### src/rtl/mousetrap_pkg.sv
// Shared constants and helpers for the two-phase bundled-data pipeline.
// Optional scan chain on phase bits: MOUSETRAP_PIPE_SCAN_EN.
package mousetrap_pkg;

  localparam logic MT_PHASE_RST    = 1'b0;
  localparam logic MT_DATA_RST_BIT = 1'b0;

  function automatic int mt_occ_w(input int depth);
    return (depth < 1) ? 1 : $clog2(depth + 1);
  endfunction

endpackage

### src/rtl/mousetrap_stage.sv
// One toggle-handshake stage: phase bit, data register, enable L.
// Scan shift of the phase bit when MOUSETRAP_PIPE_SCAN_EN is defined.
module mousetrap_stage
  import mousetrap_pkg::*;
#(
  parameter int WIDTH = 8
) (
  input  logic             phi1,
  input  logic             reset_n,
  input  logic             in_phase,
  input  logic [WIDTH-1:0] in_data,
  input  logic             ack,
`ifdef MOUSETRAP_PIPE_SCAN_EN
  input  logic             test_se,
  input  logic             test_si,
`endif
  output logic             phase,
  output logic [WIDTH-1:0] data,
  output logic             l
);

  typedef struct packed {
    logic             phase;
    logic [WIDTH-1:0] data;
  } stage_t;

  stage_t st_q, st_d;

  assign l     = ~(st_q.phase ^ ack);
  assign phase = st_q.phase;
  assign data  = st_q.data;

  always_comb begin
    st_d = st_q;
`ifdef MOUSETRAP_PIPE_SCAN_EN
    if (test_se) begin
      st_d.phase = test_si;
    end else if (l && (in_phase != st_q.phase)) begin
      st_d.phase = in_phase;
      st_d.data  = in_data;
    end
`else
    if (l && (in_phase != st_q.phase)) begin
      st_d.phase = in_phase;
      st_d.data  = in_data;
    end
`endif
  end

  always_ff @(posedge phi1 or negedge reset_n) begin
    if (!reset_n) begin
      st_q.phase <= MT_PHASE_RST;
      st_q.data  <= {WIDTH{MT_DATA_RST_BIT}};
    end else begin
      st_q <= st_d;
    end
  end

endmodule

### src/rtl/mousetrap_pipe.sv
// Elastic two-phase pipeline of DEPTH mousetrap_stage instances + occupancy.
// Scan ports test_se/test_si/test_so exist only with MOUSETRAP_PIPE_SCAN_EN.
module mousetrap_pipe
  import mousetrap_pkg::*;
#(
  parameter  int WIDTH = 8,
  parameter  int DEPTH = 4,
  localparam int OCC_W = mt_occ_w(DEPTH)
) (
  input  logic             phi1,
  input  logic             reset_n,
  input  logic             ri,
  input  logic [WIDTH-1:0] din,
  output logic             ai,
  output logic             ro,
  output logic [WIDTH-1:0] dout,
  input  logic             ao,
`ifdef MOUSETRAP_PIPE_SCAN_EN
  input  logic             test_se,
  input  logic             test_si,
  output logic             test_so,
`endif
  output logic [DEPTH-1:0] L,
  output logic [OCC_W-1:0] occ
);

  logic [DEPTH-1:0] p;
  logic [DEPTH-1:0] ack;
  logic [DEPTH-1:0] in_p;
  logic [WIDTH-1:0] d    [DEPTH];
  logic [WIDTH-1:0] in_d [DEPTH];

  for (genvar k = 0; k < DEPTH; k++) begin : g_stage
    if (k == 0) begin : g_head
      assign in_p[k] = ri;
      assign in_d[k] = din;
    end else begin : g_body
      assign in_p[k] = p[k-1];
      assign in_d[k] = d[k-1];
    end

    if (k == DEPTH - 1) begin : g_tail
      assign ack[k] = ao;
    end else begin : g_mid
      assign ack[k] = p[k+1];
    end

    mousetrap_stage #(
      .WIDTH(WIDTH)
    ) u_stage (
      .phi1    (phi1),
      .reset_n (reset_n),
      .in_phase(in_p[k]),
      .in_data (in_d[k]),
      .ack     (ack[k]),
`ifdef MOUSETRAP_PIPE_SCAN_EN
      .test_se (test_se),
      .test_si ((k == 0) ? test_si : in_p[k]),
`endif
      .phase   (p[k]),
      .data    (d[k]),
      .l       (L[k])
    );
  end

  assign ai   = p[0];
  assign ro   = p[DEPTH-1];
  assign dout = d[DEPTH-1];

`ifdef MOUSETRAP_PIPE_SCAN_EN
  assign test_so = p[DEPTH-1];
`endif

  // A stage is full exactly when its enable is low.
  always_comb begin
    occ = '0;
    for (int k = 0; k < DEPTH; k++) begin
      occ = occ + OCC_W'(~L[k]);
    end
  end

endmodule

### config.mk
export PLATFORM = sky130hd
export DESIGN_NAME = mousetrap_pipe
export DESIGN_NICKNAME = d
export VERILOG_FILES = /design/src/rtl/mousetrap_pkg.sv /design/src/rtl/mousetrap_stage.sv /design/src/rtl/mousetrap_pipe.sv
export SDC_FILE = /design/constraint.sdc
export NUM_CORES = 1
export LEC_CHECK = 0
export CORE_ASPECT_RATIO = 1.25
export CORE_MARGIN = 2
export CORE_UTILIZATION = 55
export DETAILED_ROUTE_END_ITERATION = 12
export PLACE_DENSITY = 0.8
export RECOVER_POWER = 50
export SETUP_SLACK_MARGIN = 0.4
export SLEW_MARGIN = 40
export SYNTH_ARGS = -nofsm -noshare
export SYNTH_HDL_FRONTEND = slang
export SYNTH_SLANG_ARGS = --single-unit
### constraint.sdc
create_clock -name phi1 -period 3.04 [get_ports phi1]
set_input_delay 0.76 -clock phi1 [delete_from_list [all_inputs] [get_ports phi1]]
set_output_delay 0.76 -clock phi1 [all_outputs]
set_load 0.05 [all_outputs]
* Word level (Yosys, flattened, before mapping)
Index checks and enable logic that the tools add are counted.
** Cells by class
- Multipliers :: 0
- Reductions and logical operators :: 4
- Equality and inequality tests :: 4
- Magnitude comparators :: 0
- Mux-type cells :: 0
- Bitwise logic cells :: 12
- Add/sub/neg operators :: 3
- Div/mod/pow operators :: 0
- Shift-type cells :: 0
** Operator list (count)
- $not A1 Y3 :: 4
- $add A3 B3 Y3 :: 3
- $logic_and A1 B1 Y1 :: 4
- $ne A1 B1 Y1 :: 4
- $not A1 Y1 :: 4
- $xor A1 B1 Y1 :: 4
** Storage, ports and cells
- Bits of input ports :: 12
- Bits in latches :: 0
- RAM bits :: 0
- Bits in registers :: 36
- Memories :: 0
- Logic and storage cells :: 31
- Memory bits (read-only) :: 0

* Depth between registers and ports, before layout
Gate-level depths: netlist (run 1).
- Word-level depth :: 6
- Gate-level depth with buffers :: 8

* By module
From an unflattened synthesis (run 1), not the netlist that was laid out.
** Second synthesis, totals
- Cell total of the unflattened synthesis :: 218
- Area total of the unflattened synthesis :: 2208.4 sq um
** By module, submodules not included
- mousetrap_stage :: sequential area each 225.2 sq um, times used 4, area an instance 538.0 sq um, cells an instance 53
- mousetrap_pipe :: sequential area each 0.0 sq um, times used 1, area an instance 56.3 sq um, cells an instance 6

* Worst setup path before layout (run 1)
Ideal clock, no wire load.
- Path kind :: flip-flop to output port
- From :: register, netlist name g_stage[3].u_stage.phase
- To :: output port occ[1]
- Arrival time :: 2345 ps
- Buffers on the path :: 1
- Setup slack :: -65 ps
- Stages on the path, launching flop included :: 7
- Required time :: 2280 ps
- Cell sequence :: dfrtp_1 buf_4 xnor2_1 inv_1 fa_1 ha_1 ha_1
** On the way
- Longest elaborated chain between the ends :: 5
- Elaborated cells between the ends (all ways) :: 8
- Those cells by class :: add/sub (2); bitwise (6)
** Ends and longest elaborated chain
- $xor A1 B1 Y1 :: RTL line mousetrap_stage.sv:29 : assign l = ~(st_q.phase ^ ack);
- $not A1 Y1 :: RTL line mousetrap_stage.sv:29
- named net g_stage[2].u_stage.l :: RTL line mousetrap_stage.sv:19 : output logic l
- $not A1 Y3 :: RTL line mousetrap_pipe.sv:78 : occ = occ + OCC_W'(~L[k]);
- $add A3 B3 Y3 (2 in series) :: RTL line mousetrap_pipe.sv:78
- end, declared :: RTL line mousetrap_pipe.sv:24 : output logic [OCC_W-1:0] occ
The timed path passes the listed nets, and every way through them passes these cells.

* Final worst setup path (run 1)
- From :: input port ao
- To :: output port occ[1]
** On the way
- Longest elaborated chain between the ends :: 4
** Ends and longest elaborated chain
- start, declared :: RTL line mousetrap_pipe.sv:17 : input logic ao,
- $xor A1 B1 Y1 :: RTL line mousetrap_stage.sv:29
- $not A1 Y1 :: RTL line mousetrap_stage.sv:29
- $not A1 Y3 :: RTL line mousetrap_pipe.sv:78
- $add A3 B3 Y3 :: RTL line mousetrap_pipe.sv:78
Every way passes these cells.

==> impl_metrics.csv, run 1 <==
group,metric,value,unit
detailed_routing,dr.pass1.iters,4,
clock_tree,htreeDepth,2,
critical_path,path_cells,"buf_8 > xor2_4 > fa_1 > ha_4 > ha_4 > buf_12",
die,coreArea,0.00378,sq mm
die,num_rows,25,
grt,grt_max_degree,66,
die,die_x,60.1,microns
timing,rsz0062_at_grt,"yes",
min_path,whs_path_depth,1,
cells_and_area,fin_util,0.661,
detailed_routing,route.detailed.drc,0,
timing,fin_crit_sh,0.940,
logic_synthesis,synth_top_area_share,0.416,
detailed_routing,final_antenna_net_count,0,
placed_design,place_hpwl,3120,microns
cells_and_area,drive_gt1_frac,0.228,
timing,hold_viol_final,0,
clock_tree,cts_buffers,5,
clock_tree,cts_tree,"done",
cells_and_area,final_nets,234,
clock_tree,cts_root_buf,"clkbuf_8",
logic_synthesis,synth_area_leaders,"dfrtp_1, buf_4, mux2_2",
detailed_routing,drt_iter0_markers,69,
critical_path,start_kind,"input port",
critical_path,cpPeakStageDelay,0.51,ns
timing,final.setup.worst_slack,0.182,ns
timing,max_slew_margin,0.584,
placed_design,pre_cts_ws,-0.272,ns
logic_synthesis,synth_cell_types,30,
timing,fin_skew,0.00751,ns
critical_path,worstPathRequired,2.28,ns
timing,worstMarginPinSlew,0.623,ns
clock_tree,cts_buffer_depth,2,
cells_and_area,fin_cells,273,
logic_synthesis,postSynthAreaPerCell,10.4,sq um
detailed_routing,viasPerCell,6.08,
critical_path,cp.arrival,2.10,ns
logic_synthesis,synth_edf_count,0,
outcome,status,"complete, no violations",
timing,setup_viol,0,
placed_design,dp_cells,264,
timing,finalMaxSlewViolations,0,
logic_synthesis,synth_warnings,0,
clock_tree,path_clk_slew,0.06,ns
critical_path,critPathCaptureType,"primary output",
logic_synthesis,synth-async-reset-ratio,1.00,
detailed_routing,wl_per_cell,16.3,microns
critical_path,r2r_slack,1.18,ns
grt,grt_pass1_vias,1627,
critical_path,r2r_cells,4,
clock_tree,clkSinkCount,36,
logic_synthesis,synth_area,0.00216,sq mm
die,initial_utilization,0.572,
die,die_area,0.00445,sq mm
grt,grtUsageTotal,0.217,
min_path,hold_path.class,"flop to flop",
grt,grt_overflow_total,0,
cells_and_area,areaGrowthSynthToFinish,15.7,%
die,die_h,74.1,microns
logic_synthesis,yosysTopAreaCell,"dfrtp_1",
grt,grt_pass1_wl,7220,microns
detailed_routing,vias,1660,
critical_path,crit_type,"input port to primary output",
detailed_routing,routed_wl,4460,microns
flow_run,drv_cap,0,
logic_synthesis,syn_nets,224,
timing,fmax,350,MHz
critical_path,slowest_stage,"fa_1",
logic_synthesis,synthFlopType,"dfrtp_1",
critical_path,crit_path_frequent_cell,"ha_4",
grt,antenna_found_initial,0,
clock_tree,clk_latency,0.29,ns
critical_path,worstPathMaxFanout,2,
placed_design,gp_congestion,0.681,
die,io_pins,29,
placed_design,portBuffers,28,
logic_synthesis,postSynthCellCount,208,
cells_and_area,n_antenna_cell,0,
logic_synthesis,seq_area_frac_synth,0.416,
timing,period_needed,2.86,ns
logic_synthesis,synth_seq_cells,36,
-- cell usage after synthesis (3+ instances only) --
cell and count:
buf_6 3, o311a_1 4, nand3b_1 8, o22ai_1 8, o221a_2 8, nand2_1 4, a211oi_1 8, inv_1 5
clkbuf_1 3, dfrtp_1 36, buf_4 18, buf_2 4, nor3b_1 12, nor2_1 11, o31ai_1 8, mux2_2 12
o21ai_0 18, nor2b_1 9, nor3_1 12, ha_1 3
-- critical path: cells and delay by family --
| family | cells | cell delay [ns] |
|---|---|---|
| buf+inv | 2 | 0.22 |
| fa+ha+maj | 3 | 0.96 |
| xor+xnor | 1 | 0.15 |
-- metrics by stage --
stage | area [sq um] | TNS (ns) | hold slack (ns)
floorplan | 2220 | 0 | 0.464
global placement | 2410 | -0.540 | 0.484
detailed placement | 2410 | -0.622 | 0.495
CTS | 2500 | 0 | 0.510
global route | 2500 | 0 | 0.523
finish | 2500 | 0 | 0.505
-- repair_timing --
| action | 4_1_cts | 5_1_grt |
|---|---|---|
| hold buffers | 0 | 0 |
| setup buffers | 1 | 0 |
| setup endpoints to repair | 3 | 3 |
| resized for setup | 7 | 4 |
| pin swaps | 2 | 0 |
-- path summary, 6_finish.rpt --
path                                            startpoint                    endpoint
worst max-delay path                                    ao                      occ[1]
worst min-delay path            g_stage[3].u_stage.data[7]  g_stage[3].u_stage.data[7]
worst max register to register    g_stage[0].u_stage.phase  g_stage[1].u_stage.data[4]
worst min register to register  g_stage[3].u_stage.data[7]  g_stage[3].u_stage.data[7]
max in group asynchronous                          reset_n    g_stage[3].u_stage.phase
min in group asynchronous                          reset_n  g_stage[0].u_stage.data[1]
-- final cells by class --
type	count	area, sq um
Sequential cell	36	905
Timing Repair Buffer	33	359
Clock buffer	7	76.3
Fill cell	306	1280
Tap cell	54	67.6
Multi-Input combinational cell	137	1070
Inverter	5	18.8
Clock inverter	1	5.00
-- layout by cell type, fill, tap and decap left out, types with 4 or more instances in the layout --
cell and n:
o21ai_0 18, o311a_1 4, nand3b_1 8, nor3b_1 12, nor2_1 11, a211oi_1 8
dfrtp_1 33, nand2_1 4, o221a_2 8, mux2_2 12, clkbuf_8 5, o22ai_1 8
buf_4 7, o31ai_1 8, inv_1 4, nor2b_1 9, clkdlybuf4s50_1 18, nor3_1 12
buf_12 4
-- metal layers --
metal | global-route usage | wire [microns] | vias to the layer above | share of wire
met3 | 0.0435 | 179 | 10 | 0.040
met4 | 0.104 | 101 | 0 | 0.023
met2 | 0.403 | 2460 | 50 | 0.55
li1 | - | - | 775 | -
met1 | 0.229 | 1730 | 825 | 0.39
met5 | 0 | 0 | - | 0
-- logic make-up after synthesis --
kind of cell / after synthesis / synth area share
buffers and inverters: 35 / 0.110
AND/OR/NAND/NOR: 59 / 0.159
flip-flops: 36 / 0.416
AO/OA/AOI/OAI: 55 / 0.184
XOR/XNOR: 4 / 0.0162
multiplexers: 14 / 0.0833
adder cells (fa/ha/maj): 5 / 0.0312
-- registers in the layout, indices dropped and copies added (netlist names) --
signal	count
g_stage.u_stage.phase	4
g_stage.u_stage.data	32
Power of run 1 is not shown: default switching activity piles up to over one toggle a cycle in this logic, so the estimate is an artifact.
==> inputs of run 2 (changes only) <==
CORE_MARGIN = default   (was 2)
==> run 2 against run 1 <==
  * Hold slack better by 0.0021 ns
  * Maximum frequency is 1.3% lower
  * Non-clock buffer count is 2 higher
  * First-iteration DRC count is 1.4% lower
  * Core utilization is 1.6 points higher
  * Cell area is 2.4% higher
  * Routed wire length is 6.2% lower
  * Die area is 5.9% lower
  * Clock skew is 0.00072 ns lower
  * Via count is 0.24% lower
==> impl_metrics.csv, run 2 (same netlist as run 1, synthesis figures left out) <==
group,metric,value,unit
timing,fin_crit_sh,0.952,
timing,final.setup.worst_slack,0.145,ns
critical_path,setup.worst_path.end,"occ[1]",
flow_run,drv_cap,0,
detailed_routing,drt_iter0_markers,68,
cells_and_area,top_register,"g_stage.u_stage.data",
detailed_routing,final_antenna_net_count,0,
timing,hold_ws,0.507,ns
clock_tree,cts_buffers,5,
critical_path,r2r-start,"g_stage[0].u_stage.phase",
timing,hold_viol_final,0,
placed_design,place_hpwl,2900,microns
critical_path,r2r_cells,4,
detailed_routing,wl_per_cell,15.2,microns
cells_and_area,drive_gt1_frac,0.240,
cells_and_area,fin_util,0.677,
clock_tree,path_clk_slew,0.07,ns
placed_design,portBuffers,28,
cells_and_area,final_common_cell,"dfrtp_1",
detailed_routing,dr.pass1.iters,4,
critical_path,r2r-end,"g_stage[1].u_stage.data[3]",
die,die_area,0.00419,sq mm
grt,grt_overflow_total,0,
critical_path,critPathCaptureType,"primary output",
min_path,hold_path.class,"flop to flop",
clock_tree,htreeDepth,2,
detailed_routing,routed_wl,4190,microns
critical_path,crit_type,"flop to primary output",
clock_tree,cts_root_buf,"clkbuf_8",
cells_and_area,areaGrowthSynthToFinish,18.4,%
timing,setup_viol,0,
critical_path,worstPathRequired,2.28,ns
critical_path,worstPathMaxFanout,3,
timing,fin_skew,0.00678,ns
grt,grt_pass1_vias,1598,
timing,finalMaxSlewViolations,0,
timing,rsz0062_at_grt,"yes",
cells_and_area,final_nets,236,
die,num_rows,25,
die,die_x,58.1,microns
timing,period_needed,2.90,ns
cells_and_area,n_antenna_cell,0,
placed_design,gp_congestion,0.695,
critical_path,start_kind,"flop",
cells_and_area,fin_cells,275,
critical_path,cp.arrival,2.14,ns
critical_path,r2r_slack,0.94,ns
detailed_routing,viasPerCell,6.02,
grt,grt_max_degree,66,
die,die_h,72.1,microns
placed_design,pre_cts_ws,-0.287,ns
outcome,status,"complete, no violations",
cells_and_area,largest_reg_flops,32,
timing,worstMarginPinSlew,0.862,ns
die,coreArea,0.00378,sq mm
placed_design,dp_cells,264,
grt,grt_pass1_wl,7030,microns
detailed_routing,route.detailed.drc,0,
clock_tree,clk_latency,0.29,ns
timing,max_slew_margin,0.426,
cells_and_area,reg_top3,"g_stage.u_stage.data (32), g_stage.u_stage.phase (4)",
clock_tree,clkSinkCount,36,
critical_path,cp-startpoint,"g_stage[3].u_stage.phase",
clock_tree,cts_buffer_depth,2,
clock_tree,cts_tree,"done",
cells_and_area,layout_common_cells,"dfrtp_1, clkdlybuf4s50_1, o21ai_0",
grt,antenna_found_initial,0,
die,io_pins,29,
timing,fmax,345,MHz
die,initial_utilization,0.572,
grt,grtUsageTotal,0.220,
detailed_routing,vias,1656,
==> run 2: repair_timing <==
item,4_1_cts,5_1_grt
hold buffers,0,0
gates resized for setup,7,5
setup buffers,2,1
pin swaps,1,1
setup endpoints to repair,3,3
==> run 2: final cells by class <==
type | count | area, sq um
fillers | 288 | 1220
multi-input cells | 137 | 1100
flip-flops and latches | 36 | 903
repair buffers | 35 | 363
clock buffers | 5 | 68.8
well taps | 54 | 67.6
clock inverters | 3 | 42.5
inverters | 5 | 18.8
==> run 2: worst min path at each step <==
stage	from	end	slack (ns)	cells past startpoint
2_1_floorplan	reset_n	g_stage[0].u_stage.data[0]	0.46	0
3_3_place_gp	g_stage[2].u_stage.data[0]	g_stage[2].u_stage.data[0]	0.48	1
3_5_place_dp	g_stage[3].u_stage.data[3]	g_stage[3].u_stage.data[3]	0.49	1
4_1_cts	g_stage[3].u_stage.data[4]	g_stage[3].u_stage.data[4]	0.51	1
5_1_grt	g_stage[3].u_stage.data[2]	g_stage[3].u_stage.data[2]	0.52	1
6_report	g_stage[3].u_stage.data[1]	g_stage[3].u_stage.data[1]	0.51	1
==> run 2: critical path: stages (launching register included) <==
cell     delay (ns)
dfrtp_1        0.56
xnor2_4        0.16
inv_2          0.07
fa_2           0.56
ha_4           0.15
ha_4           0.20
buf_12         0.14
==> run 2: layer usage <==
metal  wire (microns)  global-route usage  part of all wire  up-vias
li1                 -                   -                 -      779
met1             1680               0.246              0.40      827
met2             2300               0.390              0.55       44
met3              151              0.0606             0.036        6
met4               55              0.0899             0.013        0
met5                0                   0                 0        -
==> run 2: through the flow <==
step                      area (sq um)  TNS, ns
final                             2560        0
after global placement            2410   -0.536
after detailed placement          2410   -0.670
after CTS                         2540        0
after floorplan                   2220        0
after global routing              2560        0
Power of run 2 is left out for the same reason.
